[config.mk]
export PLATFORM = sky130hd
export DESIGN_NAME = sc_backg_speedtimer
export DESIGN_NICKNAME = d
export VERILOG_FILES = /design/src/rtl/sc_backg_pkg.sv /design/src/rtl/sc_backg_period_calc.sv /design/src/rtl/sc_backg_speedtimer.sv
export SDC_FILE = /design/constraint.sdc
export NUM_CORES = 1
export LEC_CHECK = 0
export ABC_AREA = 1
export CAP_MARGIN = 0
export CORE_UTILIZATION = 55
export DETAILED_ROUTE_END_ITERATION = 7
export PLACE_DENSITY_LB_ADDON = 0.1
export SLEW_MARGIN = 5
export SYNTH_ARGS = -nofsm -noshare
export SYNTH_HDL_FRONTEND = slang
export SYNTH_SLANG_ARGS = --single-unit
[constraint.sdc]
create_clock -name SC_BACKG_SPEEDTIMER_CLOCK_50 -period 9.75 [get_ports SC_BACKG_SPEEDTIMER_CLOCK_50]
set_input_delay 1.95 -clock SC_BACKG_SPEEDTIMER_CLOCK_50 [delete_from_list [all_inputs] [get_ports SC_BACKG_SPEEDTIMER_CLOCK_50]]
set_output_delay 1.95 -clock SC_BACKG_SPEEDTIMER_CLOCK_50 [all_outputs]
set_load 0.02 [all_outputs]
[src/rtl/sc_backg_pkg.sv]
// Shared definitions for the background lane engine: FSM state encoding,
// shift-select codes from the state machine and active-low signal levels.
package sc_backg_pkg;

  typedef enum logic [1:0] {
    ST_IDLE     = 2'd0,
    ST_COUNT    = 2'd1,
    ST_EXPIRED  = 2'd2,
    ST_LEVELUP  = 2'd3
  } state_t;

  // Shift-select codes driven by the background state machine
  localparam logic [1:0] SHIFT_SEL_SHIFT = 2'b10;
  localparam logic [1:0] SHIFT_SEL_HOLD  = 2'b11;

  // Levels for the active-low strobes exchanged with the state machine
  localparam logic ACTIVE_LOW_ON  = 1'b0;
  localparam logic ACTIVE_LOW_OFF = 1'b1;

endpackage

[src/rtl/sc_backg_period_calc.sv]
// Combinational level -> shift period mapping with a floor clamp.
// The reduction is formed in COUNT_WIDTH+LEVEL_WIDTH bits, wide enough to
// hold level*PERIOD_STEP exactly, so a large level can never wrap the result.
module sc_backg_period_calc #(
  parameter int COUNT_WIDTH = 26,
  parameter int LEVEL_WIDTH = 4,
  parameter int BASE_PERIOD = 12_500_000,
  parameter int PERIOD_STEP = 1_000_000,
  parameter int MIN_PERIOD  = 2_000_000
) (
  input  logic [LEVEL_WIDTH-1:0] level,
  output logic [COUNT_WIDTH-1:0] period
);

  localparam int WW = COUNT_WIDTH + LEVEL_WIDTH;
  localparam logic [WW-1:0] BASE_W = WW'(BASE_PERIOD);
  localparam logic [WW-1:0] STEP_W = WW'(PERIOD_STEP);
  localparam logic [WW-1:0] MIN_W  = WW'(MIN_PERIOD);

  logic [WW-1:0] reduction;
  logic [WW-1:0] diff;

  // period = max(BASE - level*STEP, MIN); the first guard covers a reduction past BASE
  always_comb begin
    reduction = WW'(level) * STEP_W;
    diff      = BASE_W - reduction;
    if ((reduction >= BASE_W) || (diff < MIN_W)) begin
      period = COUNT_WIDTH'(MIN_W);
    end else begin
      period = COUNT_WIDTH'(diff);
    end
  end

endmodule

[src/rtl/sc_backg_speedtimer.sv]
// Shift-rate timer beside the background state machine. Counts upcount
// strobes, flags expiry on T0 until the SHIFT acknowledge arrives, and
// raises the level (pulsing T1) every SHIFTS_PER_LEVEL acknowledged shifts.
module sc_backg_speedtimer
  import sc_backg_pkg::*;
#(
  parameter int COUNT_WIDTH      = 26,
  parameter int BASE_PERIOD      = 12_500_000,
  parameter int PERIOD_STEP      = 1_000_000,
  parameter int MIN_PERIOD       = 2_000_000,
  parameter int LEVEL_WIDTH      = 4,
  parameter int MAX_LEVEL        = 9,
  parameter int SHIFTS_PER_LEVEL = 16
) (
  input  logic                   SC_BACKG_SPEEDTIMER_CLOCK_50,
  input  logic                   SC_BACKG_SPEEDTIMER_RESET_InHigh,
  input  logic                   SC_BACKG_SPEEDTIMER_upcount_InLow,
  input  logic                   SC_BACKG_SPEEDTIMER_clear_InLow,
  input  logic [1:0]             SC_BACKG_SPEEDTIMER_shiftselection_In,
  output logic                   SC_BACKG_SPEEDTIMER_T0_OutLow,
  output logic                   SC_BACKG_SPEEDTIMER_T1_OutLow,
  output logic [LEVEL_WIDTH-1:0] SC_BACKG_SPEEDTIMER_level_Out
);

  localparam int SW = $clog2(SHIFTS_PER_LEVEL + 1);
  localparam logic [SW-1:0]          SHIFT_LAST = SW'(SHIFTS_PER_LEVEL - 1);
  localparam logic [LEVEL_WIDTH-1:0] LEVEL_MAX  = LEVEL_WIDTH'(MAX_LEVEL);
  localparam logic [COUNT_WIDTH-1:0] COUNT_ONE  = COUNT_WIDTH'(1);

  state_t                   state, stateNext;
  logic [COUNT_WIDTH-1:0]   count, countNext, countInc;
  logic [SW-1:0]            shiftCnt, shiftCntNext;
  logic [LEVEL_WIDTH-1:0]   level, levelNext, periodLevel;
  logic [COUNT_WIDTH-1:0]   period;
  logic                     t0Reg, t0Next, t1Reg, t1Next;
  logic                     upPulse, shiftAck, clearReq;

  // In LEVELUP the upcoming interval already runs at the raised level
  assign periodLevel = (state == ST_LEVELUP) ? level + LEVEL_WIDTH'(1) : level;

  sc_backg_period_calc #(
    .COUNT_WIDTH (COUNT_WIDTH),
    .LEVEL_WIDTH (LEVEL_WIDTH),
    .BASE_PERIOD (BASE_PERIOD),
    .PERIOD_STEP (PERIOD_STEP),
    .MIN_PERIOD  (MIN_PERIOD)
  ) u_period_calc (
    .level  (periodLevel),
    .period (period)
  );

  assign upPulse  = (SC_BACKG_SPEEDTIMER_upcount_InLow == ACTIVE_LOW_ON);
  assign clearReq = (SC_BACKG_SPEEDTIMER_clear_InLow == ACTIVE_LOW_ON);
  assign shiftAck = (SC_BACKG_SPEEDTIMER_shiftselection_In == SHIFT_SEL_SHIFT);
  assign countInc = count + COUNT_ONE;

  // Next-state, counters and registered-output values; clear overrides everything
  always_comb begin
    stateNext    = state;
    countNext    = count;
    shiftCntNext = shiftCnt;
    levelNext    = level;
    case (state)
      ST_IDLE: begin
        if (upPulse) begin
          countNext = COUNT_ONE;
          stateNext = (period == COUNT_ONE) ? ST_EXPIRED : ST_COUNT;
        end
      end
      ST_COUNT: begin
        if (upPulse) begin
          countNext = countInc;
          if (countInc == period) stateNext = ST_EXPIRED;
        end
      end
      ST_EXPIRED: begin
        // count stays frozen here; only the acknowledge moves us on
        if (shiftAck) begin
          countNext = '0;
          if (shiftCnt == SHIFT_LAST) begin
            shiftCntNext = '0;
            stateNext    = (level < LEVEL_MAX) ? ST_LEVELUP : ST_COUNT;
          end else begin
            shiftCntNext = shiftCnt + SW'(1);
            stateNext    = ST_COUNT;
          end
        end
      end
      ST_LEVELUP: begin
        levelNext = level + LEVEL_WIDTH'(1);
        stateNext = ST_COUNT;
        if (upPulse) begin
          countNext = COUNT_ONE;
          if (period == COUNT_ONE) stateNext = ST_EXPIRED;
        end
      end
      default: stateNext = ST_IDLE;
    endcase
    if (clearReq) begin
      stateNext    = ST_IDLE;
      countNext    = '0;
      shiftCntNext = '0;
      levelNext    = '0;
    end
    t0Next = (stateNext == ST_EXPIRED) ? ACTIVE_LOW_ON : ACTIVE_LOW_OFF;
    t1Next = (stateNext == ST_LEVELUP) ? ACTIVE_LOW_ON : ACTIVE_LOW_OFF;
  end

  // State, counters, level and output registers with synchronous reset
  always_ff @(posedge SC_BACKG_SPEEDTIMER_CLOCK_50) begin
    if (SC_BACKG_SPEEDTIMER_RESET_InHigh) begin
      state    <= ST_IDLE;
      count    <= '0;
      shiftCnt <= '0;
      level    <= '0;
      t0Reg    <= ACTIVE_LOW_OFF;
      t1Reg    <= ACTIVE_LOW_OFF;
    end else begin
      state    <= stateNext;
      count    <= countNext;
      shiftCnt <= shiftCntNext;
      level    <= levelNext;
      t0Reg    <= t0Next;
      t1Reg    <= t1Next;
    end
  end

  assign SC_BACKG_SPEEDTIMER_T0_OutLow = t0Reg;
  assign SC_BACKG_SPEEDTIMER_T1_OutLow = t1Reg;
  assign SC_BACKG_SPEEDTIMER_level_Out = level;

endmodule

# == Yosys cells after proc, flatten, opt, wreduce, memory -nomap -nowiden ==
# Cells that the tools add are included.
# op_classes
add_sub_neg,4
eq_ne,12
multipliers,1
n_bitwise,1
mux,19
n_lt_le_gt_ge,3
reduce_logical,6
# op_table
operator,n
26-bit two-way mux,4
26-bit case mux with 3 select lines,1
"30-bit by 21-bit less-than comparator with 1-bit output, second input constant",1
"26-bit by 1-bit adder with 26-bit output, second input constant",1
"26-bit by 1-bit equality test with 1-bit output, second input constant",1
26-bit equality test,1
"24-bit by 24-bit subtractor with 25-bit output, first input constant",1
"24-bit >= comparator, second input constant",1
"4-bit by 14-bit multiplier with 18-bit output, second input constant",1
2-bit two-way mux,9
"2-bit equality test, second input constant",5
2-bit case mux with 4 select lines,1
"2-bit != test, second input constant",3
"5-bit by 1-bit adder with 5-bit output, second input constant",1
"5-bit by 4-bit equality test with 1-bit output, second input constant",1
5-bit two-way mux,1
"4-bit by 1-bit adder with 4-bit output, second input constant",1
"4-bit less-than comparator, second input constant",1
4-bit two-way mux,1
2-bit OR reduction,2
3-bit AND reduction,1
"2-bit by 1-bit equality test with 1-bit output, second input constant",1
2-bit zero test,1
1-bit two-way mux,2
other kinds (3),3
# totals
out_inout_bits,6
input_bits,6
reg_bits,39

# == Depth between registers and ports, before layout ==
# Gate-level depths: netlist of the first run.
# logic_depth
depth_word,14
depth_mapped,39

# == Modules after synthesis ==
# From an unflattened synthesis of the first run, not the netlist that was laid out.
# hier_totals
hier_cells,769
area_unflattened_um2,4538.1
# modules_own_cells
mod,seq_area_each_um2,instances,area_each_um2,cells_per_inst
sc_backg_speedtimer,780.7,1,3067.9,518
sc_backg_period_calc,0.0,1,1470.2,251

# == Least setup slack after synthesis of the first run ==
# No wires, ideal clock.
# synth_timing
path_type,register to register
start,"register level[0], in the netlist SC_BACKG_SPEEDTIMER_level_Out[0]"
end,"register t0Reg, in the netlist SC_BACKG_SPEEDTIMER_T0_OutLow"
t_arrival_ns,4.589
period_less_slack_ns,4.714
path_buffers,1
stages_incl_launch_ff,34
slack_ns,5.036
path_cell_list,dfxtp_1 -> inv_1 -> ha_1 -> nand2_1 -> nand2_2 -> fa_1 -> inv_1 -> fa_1 -> inv_1 -> ha_1 -> a21oi_1 -> nand3_1 -> nand2_1 -> inv_1 -> nor2_1 -> and2_4 -> nand3_1 -> nand2_1 -> inv_1 -> nor2_2 -> nand3_2 -> nand2_4 -> buf_6 -> nand3_1 -> nand2_1 -> nand2_1 -> nor2_1 -> nand2_1 -> nor2_1 -> nand3_1 -> nand2_1 -> nand2_1 -> nand2_1 -> nand3_1
# synth_via
elab_chain_cells,14
word_cells_on_any_way,23
# synth_rtl
item,line_no,rtl
start: declaration,sc_backg_speedtimer.sv:33,"logic [LEVEL_WIDTH-1:0] level, levelNext, periodLevel;"
start signal: assignment,sc_backg_speedtimer.sv:122,level <= levelNext;
4-bit by 1-bit adder with 4-bit output *,sc_backg_speedtimer.sv:39,assign periodLevel = (state == ST_LEVELUP) ? level + LEVEL_WIDTH'(1) : level;
4-bit two-way mux *,-,
via periodLevel[1],sc_backg_speedtimer.sv:33,
4-bit by 14-bit multiplier with 18-bit output *,sc_backg_period_calc.sv:25,reduction = WW'(level) * STEP_W;
24-bit by 24-bit subtractor with 25-bit output,sc_backg_period_calc.sv:26,diff = BASE_W - reduction;
30-bit by 21-bit less-than comparator with 1-bit output,sc_backg_period_calc.sv:27,if ((reduction >= BASE_W) || (diff < MIN_W)) begin
1-bit logical OR,sc_backg_period_calc.sv:27,
26-bit two-way mux *,sc_backg_period_calc.sv:27,
26-bit by 1-bit equality test with 1-bit output / 26-bit equality test (equally long branches),"sc_backg_speedtimer.sv:67, sc_backg_speedtimer.sv:94, sc_backg_speedtimer.sv:73",
2-bit two-way mux (on tied branches),"sc_backg_speedtimer.sv:67, sc_backg_speedtimer.sv:94, sc_backg_speedtimer.sv:73",
2-bit two-way mux (on tied branches),"sc_backg_speedtimer.sv:92, sc_backg_speedtimer.sv:65, sc_backg_speedtimer.sv:71",
2-bit case mux with 4 select lines *,sc_backg_speedtimer.sv:63,case (state)
2-bit two-way mux *,sc_backg_speedtimer.sv:99,if (clearReq) begin
2-bit equality test *,sc_backg_speedtimer.sv:105,t0Next = (stateNext == ST_EXPIRED) ? ACTIVE_LOW_ON : ACTIVE_LOW_OFF;
1-bit two-way mux *,sc_backg_speedtimer.sv:105,
end signal: assignment,sc_backg_speedtimer.sv:123,t0Reg <= t0Next;
end: declaration,sc_backg_speedtimer.sv:35,"logic t0Reg, t0Next, t1Reg, t1Next;"
# The timed path passes the listed nets; every way through them passes the cells marked *.
# A chain may end at the register's enable or synchronous reset.

# == Worst setup path in the final report of the first run ==
# layout_timing
start,register state[1]
end,"register t0Reg, in the netlist SC_BACKG_SPEEDTIMER_T0_OutLow"
# layout_via
elab_chain_cells,14
word_cells_on_any_way,23
# layout_rtl
item,line_no,rtl
start: declaration,sc_backg_speedtimer.sv:30,"state_t state, stateNext;"
start signal: assignment,sc_backg_speedtimer.sv:119,state <= stateNext;
2-bit equality test *,sc_backg_speedtimer.sv:39,
4-bit two-way mux *,-,
via periodLevel[3],sc_backg_speedtimer.sv:33,
4-bit by 14-bit multiplier with 18-bit output *,sc_backg_period_calc.sv:25,
24-bit by 24-bit subtractor with 25-bit output,sc_backg_period_calc.sv:26,
30-bit by 21-bit less-than comparator with 1-bit output,sc_backg_period_calc.sv:27,
1-bit logical OR,sc_backg_period_calc.sv:27,
26-bit two-way mux *,sc_backg_period_calc.sv:27,
26-bit by 1-bit equality test with 1-bit output / 26-bit equality test (equally long branches),"sc_backg_speedtimer.sv:67, sc_backg_speedtimer.sv:94, sc_backg_speedtimer.sv:73",
2-bit two-way mux (on tied branches),"sc_backg_speedtimer.sv:67, sc_backg_speedtimer.sv:94, sc_backg_speedtimer.sv:73",
2-bit two-way mux (on tied branches),"sc_backg_speedtimer.sv:92, sc_backg_speedtimer.sv:65, sc_backg_speedtimer.sv:71",
2-bit case mux with 4 select lines *,sc_backg_speedtimer.sv:63,
2-bit two-way mux *,sc_backg_speedtimer.sv:99,
2-bit equality test *,sc_backg_speedtimer.sv:105,
1-bit two-way mux *,sc_backg_speedtimer.sv:105,
# Marks and branches as above.

==> results of run 1 <==
-- sequential cells by signal (all words and copies together), names as in the netlist --
register                       cells
count                             26
SC_BACKG_SPEEDTIMER_level_Out      4
SC_BACKG_SPEEDTIMER_T1_OutLow      1
SC_BACKG_SPEEDTIMER_T0_OutLow      1
shiftCnt                           5
state                              2
-- cells in the mapped netlist, types with 3 or more instances --
cell type,n
inv_1,100
nand2_4,3
nor2_1,54
nand4_1,17
clkbuf_1,8
buf_2,3
xnor2_1,8
nand2_1,211
nand3_1,55
nand2_2,8
ha_1,30
fa_1,5
nor3_1,15
nand3_2,5
a21oi_1,36
o21ai_0,4
dfxtp_1,39
xor2_1,18
nor2_2,3
-- metal layers --
metal  vias up  wire (µm)  GRT usage
met4         0         66     0.0530
met3         8        232     0.0269
met5         -          0          0
met2        48       4270      0.463
met1      1758       4280      0.327
li1       2030          -          -
-- through the flow --
stage	total power [W]	hold WS (ps)	cells	setup slack (ps)
floorplan	0.000180	445	641	5040
global placement	0.000187	453	738	4400
detailed placement	0.000188	459	738	4140
CTS	0.000328	472	746	4120
global route	0.000336	497	746	3480
finish	0.000325	471	746	4060
-- how the worst max path moves through the flow --
stage	slack [ps]	startpoint	cells after the start	endpoint
3_3_place_gp	4400	state[1]	30	SC_BACKG_SPEEDTIMER_T0_OutLow
5_1_grt	3480	state[0]	30	SC_BACKG_SPEEDTIMER_T0_OutLow
4_1_cts	4120	state[1]	30	SC_BACKG_SPEEDTIMER_T0_OutLow
2_1_floorplan	5040	SC_BACKG_SPEEDTIMER_level_Out[0]	33	SC_BACKG_SPEEDTIMER_T0_OutLow
3_5_place_dp	4140	state[1]	30	SC_BACKG_SPEEDTIMER_T0_OutLow
6_report	4060	state[1]	30	SC_BACKG_SPEEDTIMER_T0_OutLow
-- power by group --
group	switching, W	leakage [nW]	internal, W	total (W)
registers	0.000000823	0.314	0.000160	0.000161
logic	0.0000155	1.62	0.00000729	0.0000228
clock network	0.0000649	0.0581	0.0000763	0.000141
-- placed cells by master (no fill, tap or decap), types with 3 or more instances in the layout --
cell type          n
ha_1              30
a21oi_1           36
clkdlybuf4s50_1   11
inv_1            100
nand2_4            3
nor2_2             3
nor3_1            15
nand4_1           17
xnor2_1            8
nand3_1           55
xor2_1            18
nand2_1          211
nand2_2            8
nand3_2            5
o21ai_0            4
fa_1               5
nor2_1            54
clkbuf_8           5
dfxtp_1           39
-- worst reg2reg max path: cells and delay by family, from the launching register on --
kind | cells | cell delay (ps)
flip-flops | 1 | 410
AND/OR/NAND/NOR | 20 | 2550
adder cells (fa/ha/maj) | 4 | 1680
buffers and inverters | 4 | 300
AO/OA/AOI/OAI | 2 | 620
-- area by class of cell --
type                       count  share of cell area
tap                           96              0.0289
multi-input combinational    488               0.634
clock buffer                   5              0.0166
inverter                     102              0.0922
timing repair buffer          13              0.0301
clock inverter                 3              0.0105
sequential                    39               0.188
-- cells by family (layout without fill, tap and decap cells) --
logic type               after synthesis  count (layout)  share of synthesized area
AO/OA/AOI/OAI                         50              50                     0.0728
XOR/XNOR                              26              26                     0.0591
adder cells (fa/ha/maj)               35              35                      0.123
buffers and inverters                114             123                      0.114
flip-flops                            39              39                      0.203
AND/OR/NAND/NOR                      377             377                      0.428
==> results.sh, run 1 <==
export IMPL_run_status="finished clean"
export IMPL_postCtsResizedCells=0
export IMPL_grt_pass1_wl_um=15400
export IMPL_rsz0062_at_grt="false"
export IMPL_ys_flop_type="dfxtp_1"
export IMPL_num_antenna_cells=0
export IMPL_ys_ff_latch=39
export IMPL_synth_edff_count=0
export IMPL_final_cell_area_mm2=0.00415
export IMPL_async_flop_share=0
export IMPL_worst_pin_slew_ps=917
export IMPL_ys_top_cells_by_area="nand2_1 21%, dfxtp_1 20%, ha_1 9.7%"
export IMPL_gp_congestion=0.861
export IMPL_seqCellArea_um2=781
export IMPL_die_x_um=85.7
export IMPL_initial_utilization=0.567
export IMPL_drive_above_1_share=0.0523
export IMPL_routed_via_density=5.15
export IMPL_wl_um=8840
export IMPL_cp_slowest_cell="nand2_1"
export IMPL_first_pass_iters=5
export IMPL_drtIter0Drc=179
export IMPL_area_growth_pct=7.83
export IMPL_r2r_end="SC_BACKG_SPEEDTIMER_T0_OutLow"
export IMPL_min_period_ps=5690
export IMPL_grt_max_degree=31
export IMPL_drc=0
export IMPL_wl_per_cell_um=11.9
export IMPL_rrSetupSlack_ps=4060
export IMPL_cts_buffers=5
export IMPL_synth_warnings=0
export IMPL_hold_violations=0
export IMPL_max_freq_mhz=176
export IMPL_hold_path_endpoint="count[24]"
export IMPL_nFillCells=670
export IMPL_rr_worst_depth=30
export IMPL_min_from="count[24]"
export IMPL_cp_start_kind="flip-flop"
export IMPL_crit_fanout=30
export IMPL_cap_violations=0
export IMPL_ys_types=34
export IMPL_syn_area_mm2=0.00385
export IMPL_core_mm2=0.00679
export IMPL_slew_viol_final=0
export IMPL_p_leak_nw=2.00
export IMPL_cts_sinks=39
export IMPL_synth_cells=641
export IMPL_postCtsSetupBuffers=0
export IMPL_synthesis_nets=682
export IMPL_gr_total_overflow=0
export IMPL_tritoncts="yes"
export IMPL_finalClockSkew_ps=8.57
export IMPL_synth_top_area_frac=0.206
export IMPL_ir_drop_mv=0.0689
export IMPL_cp_arrival_ps=5880
export IMPL_grt_pass1_vias=3566
export IMPL_antenna_found_initial=0
export IMPL_nets=690
export IMPL_worstReg2RegStart="state[1]"
export IMPL_crit_path_end_kind="flip-flop"
export IMPL_fin_util=0.611
export IMPL_timing_final_crit_share=0.583
export IMPL_dp_hpwl_um=6890
export IMPL_clkTransAtPathRegs_ps=90
export IMPL_hold_path_depth=2
export IMPL_numPortBuffers=11
export IMPL_drtAntennaViolNets=0
export IMPL_ioPinCount=12
export IMPL_pwr_density_cell_mw_per_mm2=78.3
export IMPL_worstPathRequired_ps=9940
export IMPL_grt_usage=0.255
export IMPL_fp_dieH_um=85.7
export IMPL_htree_levels=2
export IMPL_slew_headroom=0.387
export IMPL_rows=30
export IMPL_hold_buffers=0
export IMPL_dieArea_mm2=0.00734
export IMPL_cp_slowest_stage_delay_ps=640
export IMPL_avgSynthCellArea_um2=6.01
export IMPL_min_path_type="flip-flop to flip-flop"
export IMPL_crit_buf_inv=4
export IMPL_vias=3844
export IMPL_clk_latency_ps=300
export IMPL_fin_setup_tns_ps=0
export IMPL_place_area_mm2=0.00404
export IMPL_synth_top_area_cell="nand2_1"
export IMPL_cts_root_buf="clkbuf_8"
export IMPL_cts_buffer_depth=2
export IMPL_cp_top_family="simple AND/OR/NAND/NOR gates"
export IMPL_crit_type="flip-flop to flip-flop"
export IMPL_crit_top_cell="nand2_1"
export IMPL_ys_seq_area_frac=0.203
export IMPL_multi_input_area_mm2=0.00263
export IMPL_setup_violations=0
(Power assumes the default switching activity.)
==> run 2, diff against run 1 <==
==> constraint.sdc (replaced) <==
create_clock -name SC_BACKG_SPEEDTIMER_CLOCK_50 -period 5.1 [get_ports SC_BACKG_SPEEDTIMER_CLOCK_50]
set_input_delay 1.02 -clock SC_BACKG_SPEEDTIMER_CLOCK_50 [delete_from_list [all_inputs] [get_ports SC_BACKG_SPEEDTIMER_CLOCK_50]]
set_output_delay 1.02 -clock SC_BACKG_SPEEDTIMER_CLOCK_50 [all_outputs]
set_load 0.02 [all_outputs]
==> run 2 against run 1 <==
Against the previous run:
- clock skew grew 2.0 ps
- critical path depth increased by 4
- register-to-register slack worse by 3800 ps
- die area stayed put
- sequential cell count did not move
- fmax grew 17%
- design area increased by 6.9%
- routed wire length up 12%
- largest cell class unchanged
- highest routed layer unchanged
==> results.sh, run 2 (same netlist as run 1, synthesis figures left out) <==
export IMPL_area_growth_pct=15.3
export IMPL_max_freq_mhz=205
export IMPL_switching_power_w=0.000148
export IMPL_dp_hpwl_um=7050
export IMPL_met3_length_um=434
export IMPL_min_path_type="flip-flop to flip-flop"
export IMPL_cp_slowest_stage_delay_ps=550
export IMPL_rrSetupSlack_ps=230
export IMPL_nets=708
export IMPL_run_status="finished clean"
export IMPL_numPortBuffers=11
export IMPL_tritoncts="yes"
export IMPL_cts_buffers=5
export IMPL_cap_violations=0
export IMPL_drc=0
export IMPL_cp_start_kind="flip-flop"
export IMPL_p_leak_nw=2.08
export IMPL_worst_pin_slew_ps=907
export IMPL_fin_ws_ps=231
export IMPL_hold_ws_ps=469
export IMPL_pwr_share_seq=0.543
export IMPL_timing_final_crit_share=0.955
export IMPL_crit_buf_inv=6
export IMPL_drtAntennaViolNets=0
export IMPL_clockPowerShare=0.375
export IMPL_core_mm2=0.00679
export IMPL_grt_max_degree=29
export IMPL_preCtsSetupSlack_ps=-140
export IMPL_htree_levels=2
export IMPL_antenna_found_initial=0
export IMPL_wl_per_cell_um=12.9
export IMPL_cts_sinks=39
export IMPL_worstReg2RegStart="state[1]"
export IMPL_pwr_density_cell_mw_per_mm2=127
export IMPL_largest_register_ffs=26
export IMPL_r2r_end="SC_BACKG_SPEEDTIMER_T0_OutLow"
export IMPL_route_met2_wl_um=4730
export IMPL_slew_headroom=0.394
export IMPL_hold_violations=0
export IMPL_finalClockSkew_ps=10.6
export IMPL_crit_top_cell="nand2_1"
export IMPL_rows=30
export IMPL_p_int_w=0.000417
export IMPL_cts_buffer_depth=2
export IMPL_p_sw_frac=0.262
export IMPL_setup_worst_path_start="state[1]"
export IMPL_cts_root_buf="clkbuf_8"
export IMPL_dieArea_mm2=0.00734
export IMPL_die_x_um=85.7
export IMPL_clk_latency_ps=300
export IMPL_slew_viol_final=0
export IMPL_cp_arrival_ps=5050
export IMPL_top_layer="met4"
export IMPL_ioPinCount=12
export IMPL_nFillCells=664
export IMPL_cp_slowest_cell="fa_1"
export IMPL_fp_dieH_um=85.7
export IMPL_cp_top_family="simple AND/OR/NAND/NOR gates"
export IMPL_gp_congestion=0.957
export IMPL_crit_path_end_kind="flip-flop"
export IMPL_drt_met1_wl_um=4640
export IMPL_routed_via_density=5.21
export IMPL_crit_type="flip-flop to flip-flop"
export IMPL_first_pass_iters=6
export IMPL_grt_pass1_vias=3567
export IMPL_rr_worst_depth=34
export IMPL_drive_above_1_share=0.129
export IMPL_num_antenna_cells=0
export IMPL_final_common_cell="nand2_1"
export IMPL_setup_violations=0
export IMPL_fin_util=0.653
export IMPL_crit_fanout=27
export IMPL_initial_utilization=0.567
export IMPL_top_register="count"
export IMPL_vias=3984
export IMPL_wl_um=9880
export IMPL_grt_usage=0.264
export IMPL_grt_pass1_wl_um=15700
export IMPL_clkTransAtPathRegs_ps=90
export IMPL_ir_drop_mv=0.175
export IMPL_gr_total_overflow=0
export IMPL_setup_worst_path_end="SC_BACKG_SPEEDTIMER_T0_OutLow"
export IMPL_drtIter0Drc=226
export IMPL_worstPathRequired_ps=5280
export IMPL_crit_cells=34
export IMPL_layout_cells_most_common_list="203 x nand2_1, 96 x inv_1, 49 x nand3_1, 48 x nor2_1, 35 x dfxtp_1"
export IMPL_pwr_share_comb=0.082
export IMPL_min_period_ps=4870
[run 2: changes by cell type in the layout (fill, tap and decap cells not counted), sizes merged]
cell	change
buf	+16
bufinv	-1
clkbuf	+2
clkinv	-1
nand2	+2
[run 2: timing repair]
item	in CTS	in global routing
setup endpoints to repair	4	4
hold buffers	0	0
pin swaps	1	24
gates resized for setup	7	42
cloned	1	1
setup buffers	0	10
[run 2: cell type report]
cell class / count / area (µm²) / area share
well taps: 96 / 120 / 0.0271
multi-input cells: 490 / 2810 / 0.634
repair buffers: 29 / 249 / 0.0561
clock buffers: 7 / 76.3 / 0.0172
inverters: 102 / 383 / 0.0862
flip-flops and latches: 39 / 793 / 0.179
clock inverters: 1 / 5.00 / 0.00113
[run 2: power groups by stage]
stage	logic [W]	registers [W]	clock network, W
global route	0.0000514	0.000307	0.000231
global placement	0.0000432	0.000315	0
CTS	0.0000441	0.000308	0.000215
finish	0.0000463	0.000307	0.000211
floorplan	0.0000294	0.000315	0
detailed placement	0.0000437	0.000315	0
[run 2: tightest hold or removal path, cell delays in order, from the launching register on]
cell and delay, ps:
dfxtp_1 320, nand2_1 60, a21oi_1 50
[run 2: layer usage]
metal  up-vias  track usage
li1       2068            -
met1      1825        0.347
met2        83        0.453
met3         8       0.0375
met4         0       0.0682
met5         -            0
[run 2: worst min-delay path by stage]
stage,from,end,slack (ps),cells past startpoint
after global placement,count[24],count[24],450,2
after global routing,count[24],count[24],500,2
after detailed placement,count[24],count[24],460,2
after floorplan,shiftCnt[4],shiftCnt[4],440,2
after CTS,count[24],count[24],470,2
final,count[24],count[24],470,2
[run 2: per-stage QoR]
step,setup TNS (ps),cell area (µm²),instances,total power (W)
2_1_floorplan,0,3850,641,0.000344
3_3_place_gp,0,4080,744,0.000358
3_5_place_dp,-387,4080,744,0.000359
4_1_cts,0,4200,753,0.000567
5_1_grt,-246,4440,764,0.000589
6_report,0,4440,764,0.000564
==> run 3, diff against run 2 <==
--- a/config.mk
+++ b/config.mk
@@ -7,7 +7,7 @@
 export LEC_CHECK = 0
 export ABC_AREA = 1
 export CAP_MARGIN = 0
-export CORE_UTILIZATION = 55
+export CORE_UTILIZATION = 26
 export DETAILED_ROUTE_END_ITERATION = 7
 export PLACE_DENSITY_LB_ADDON = 0.1
 export SLEW_MARGIN = 5
==> run 3 against run 2 <==
Against the previous run:
- routed wire length grew 5.9%
- via count shrank 2.7%
- utilization shrank 34 points
- count of clock-buffer cells in the layout is the same
- global-route usage shrank 12 points
- register-to-register slack gained 70 ps
==> results.sh, run 3 (same netlist as run 1, synthesis figures left out) <==
export IMPL_wl_um=10500
export IMPL_top_layer="met4"
export IMPL_numPortBuffers=11
export IMPL_power_total_w=0.000667
export IMPL_crit_path_end_kind="flip-flop"
export IMPL_cp_slowest_stage_delay_ps=570
export IMPL_antenna_found_initial=0
export IMPL_grt_pass1_vias=3707
export IMPL_min_path_type="flip-flop to flip-flop"
export IMPL_max_freq_mhz=208
export IMPL_finalClockSkew_ps=2.47
export IMPL_cts_sinks=39
export IMPL_run_status="finished clean"
export IMPL_vias=3876
export IMPL_dp_cells=834
export IMPL_htree_levels=2
export IMPL_fin_ws_ps=299
export IMPL_wl_per_cell_um=12.3
export IMPL_area_growth_pct=19.5
export IMPL_crit_fanout=7
export IMPL_hold_buffers=0
export IMPL_layout_cells_most_common_list="195 x nand2_1, 95 x inv_1, 50 x nand3_1, 49 x nor2_1"
export IMPL_slew_headroom=0.323
export IMPL_nets=708
export IMPL_drc=0
export IMPL_cp_slowest_cell="fa_1"
export IMPL_hold_violations=0
export IMPL_core_mm2=0.0145
export IMPL_setup_worst_path_start="state[1]"
export IMPL_grt_pass1_wl_um=17600
export IMPL_cts_buffer_depth=2
export IMPL_cp_start_kind="flip-flop"
export IMPL_cts_root_buf="clkbuf_16"
export IMPL_min_from="count[24]"
export IMPL_stdcell_count=852
export IMPL_setup_violations=0
export IMPL_first_pass_iters=4
export IMPL_pwr_density_cell_mw_per_mm2=145
export IMPL_die_x_um=124
export IMPL_ir_drop_mv=0.181
export IMPL_drt_met1_wl_um=5060
export IMPL_clkTransAtPathRegs_ps=60
export IMPL_dieArea_mm2=0.0153
export IMPL_cap_violations=0
export IMPL_top_register="count"
export IMPL_grt_usage=0.147
export IMPL_tritoncts="yes"
export IMPL_drtIter0Drc=169
export IMPL_min_period_ps=4800
export IMPL_routed_via_density=4.55
export IMPL_timing_final_crit_share=0.941
export IMPL_p_leak_nw=2.10
export IMPL_num_antenna_cells=0
export IMPL_crit_top_cell="nand2_1"
export IMPL_slew_viol_final=0
export IMPL_ioPinCount=12
export IMPL_hold_ws_ps=468
export IMPL_initial_utilization=0.266
export IMPL_crit_type="flip-flop to flip-flop"
export IMPL_preCtsSetupSlack_ps=-46.7
export IMPL_worstReg2RegStart="state[1]"
export IMPL_cp_arrival_ps=4980
export IMPL_route_met2_wl_um=5030
export IMPL_clk_latency_ps=290
export IMPL_rows=44
export IMPL_fp_dieH_um=124
export IMPL_gp_congestion=0.801
export IMPL_worst_pin_slew_ps=1010
export IMPL_met3_length_um=262
export IMPL_final_common_cell="nand2_1"
export IMPL_cts_buffers=5
export IMPL_worstPathRequired_ps=5280
export IMPL_dp_hpwl_um=8050
export IMPL_largest_register_ffs=26
export IMPL_drtAntennaViolNets=0
export IMPL_gr_total_overflow=0
export IMPL_drive_above_1_share=0.139
export IMPL_grt_max_degree=29
-- run 3: cell count changes in the layout (fill, tap and decap cells not counted), moves of 2 or more --
cell,previous run,this run
clkbuf_16,0,5
dfxtp_2,1,3
nand2_2,14,23
nand2_1,203,195
dfxtp_4,3,1
clkbuf_8,5,0
-- run 3: timing repair --
item	4_1_cts	5_1_grt
setup endpoints to repair	3	4
cloned	1	2
buffers inserted	0	8
hold endpoints to repair	0	0
gates resized for setup	5	48
pin swaps	1	29
-- run 3: metrics by stage --
step	utilization	area [µm²]	TNS, ps
3_5_place_dp	0.291	4210	-66.1
3_3_place_gp	0.291	4210	0
5_1_grt	0.318	4600	-88.0
6_report	0.318	4600	0
4_1_cts	0.303	4380	0
2_1_floorplan	-	3850	0
-- run 3: critical path, delay by kind of cell (launching register included) --
| family | cells | cell delay (ps) |
|---|---|---|
| adders and majority gates | 4 | 1520 |
| buffers and inverters | 4 | 220 |
| DFF | 1 | 360 |
| and+or+nand+nor | 25 | 2540 |
-- run 3: routing by layer --
metal	GRT usage	up-vias
li1	-	2075
met1	0.192	1753
met2	0.247	35
met3	0.0266	13
met4	0.0422	0
met5	0	-
-- run 3: final cells by class --
cell class	count	area, µm²
well taps	184	230
multi-input cells	491	2820
clock inverters	1	5.00
flip-flops and latches	39	788
clock buffers	7	133
inverters	102	383
repair buffers	28	238
fillers	1602	9880
-- run 3: worst paths after layout --
path                                         to  depth (start not counted)  slack (ps)
setup / recovery  SC_BACKG_SPEEDTIMER_T0_OutLow                         33         300
hold / removal                        count[24]                          2         470
setup reg to reg  SC_BACKG_SPEEDTIMER_T0_OutLow                         33         300
hold reg to reg                       count[24]                          2         470
-- run 3: power breakdown --
| part | switching [W] | internal [W] |
|---|---|---|
| registers | 0.00000146 | 0.000306 |
| clock network | 0.000130 | 0.000181 |
| logic | 0.0000327 | 0.0000155 |
| total | 0.000164 | 0.000503 |
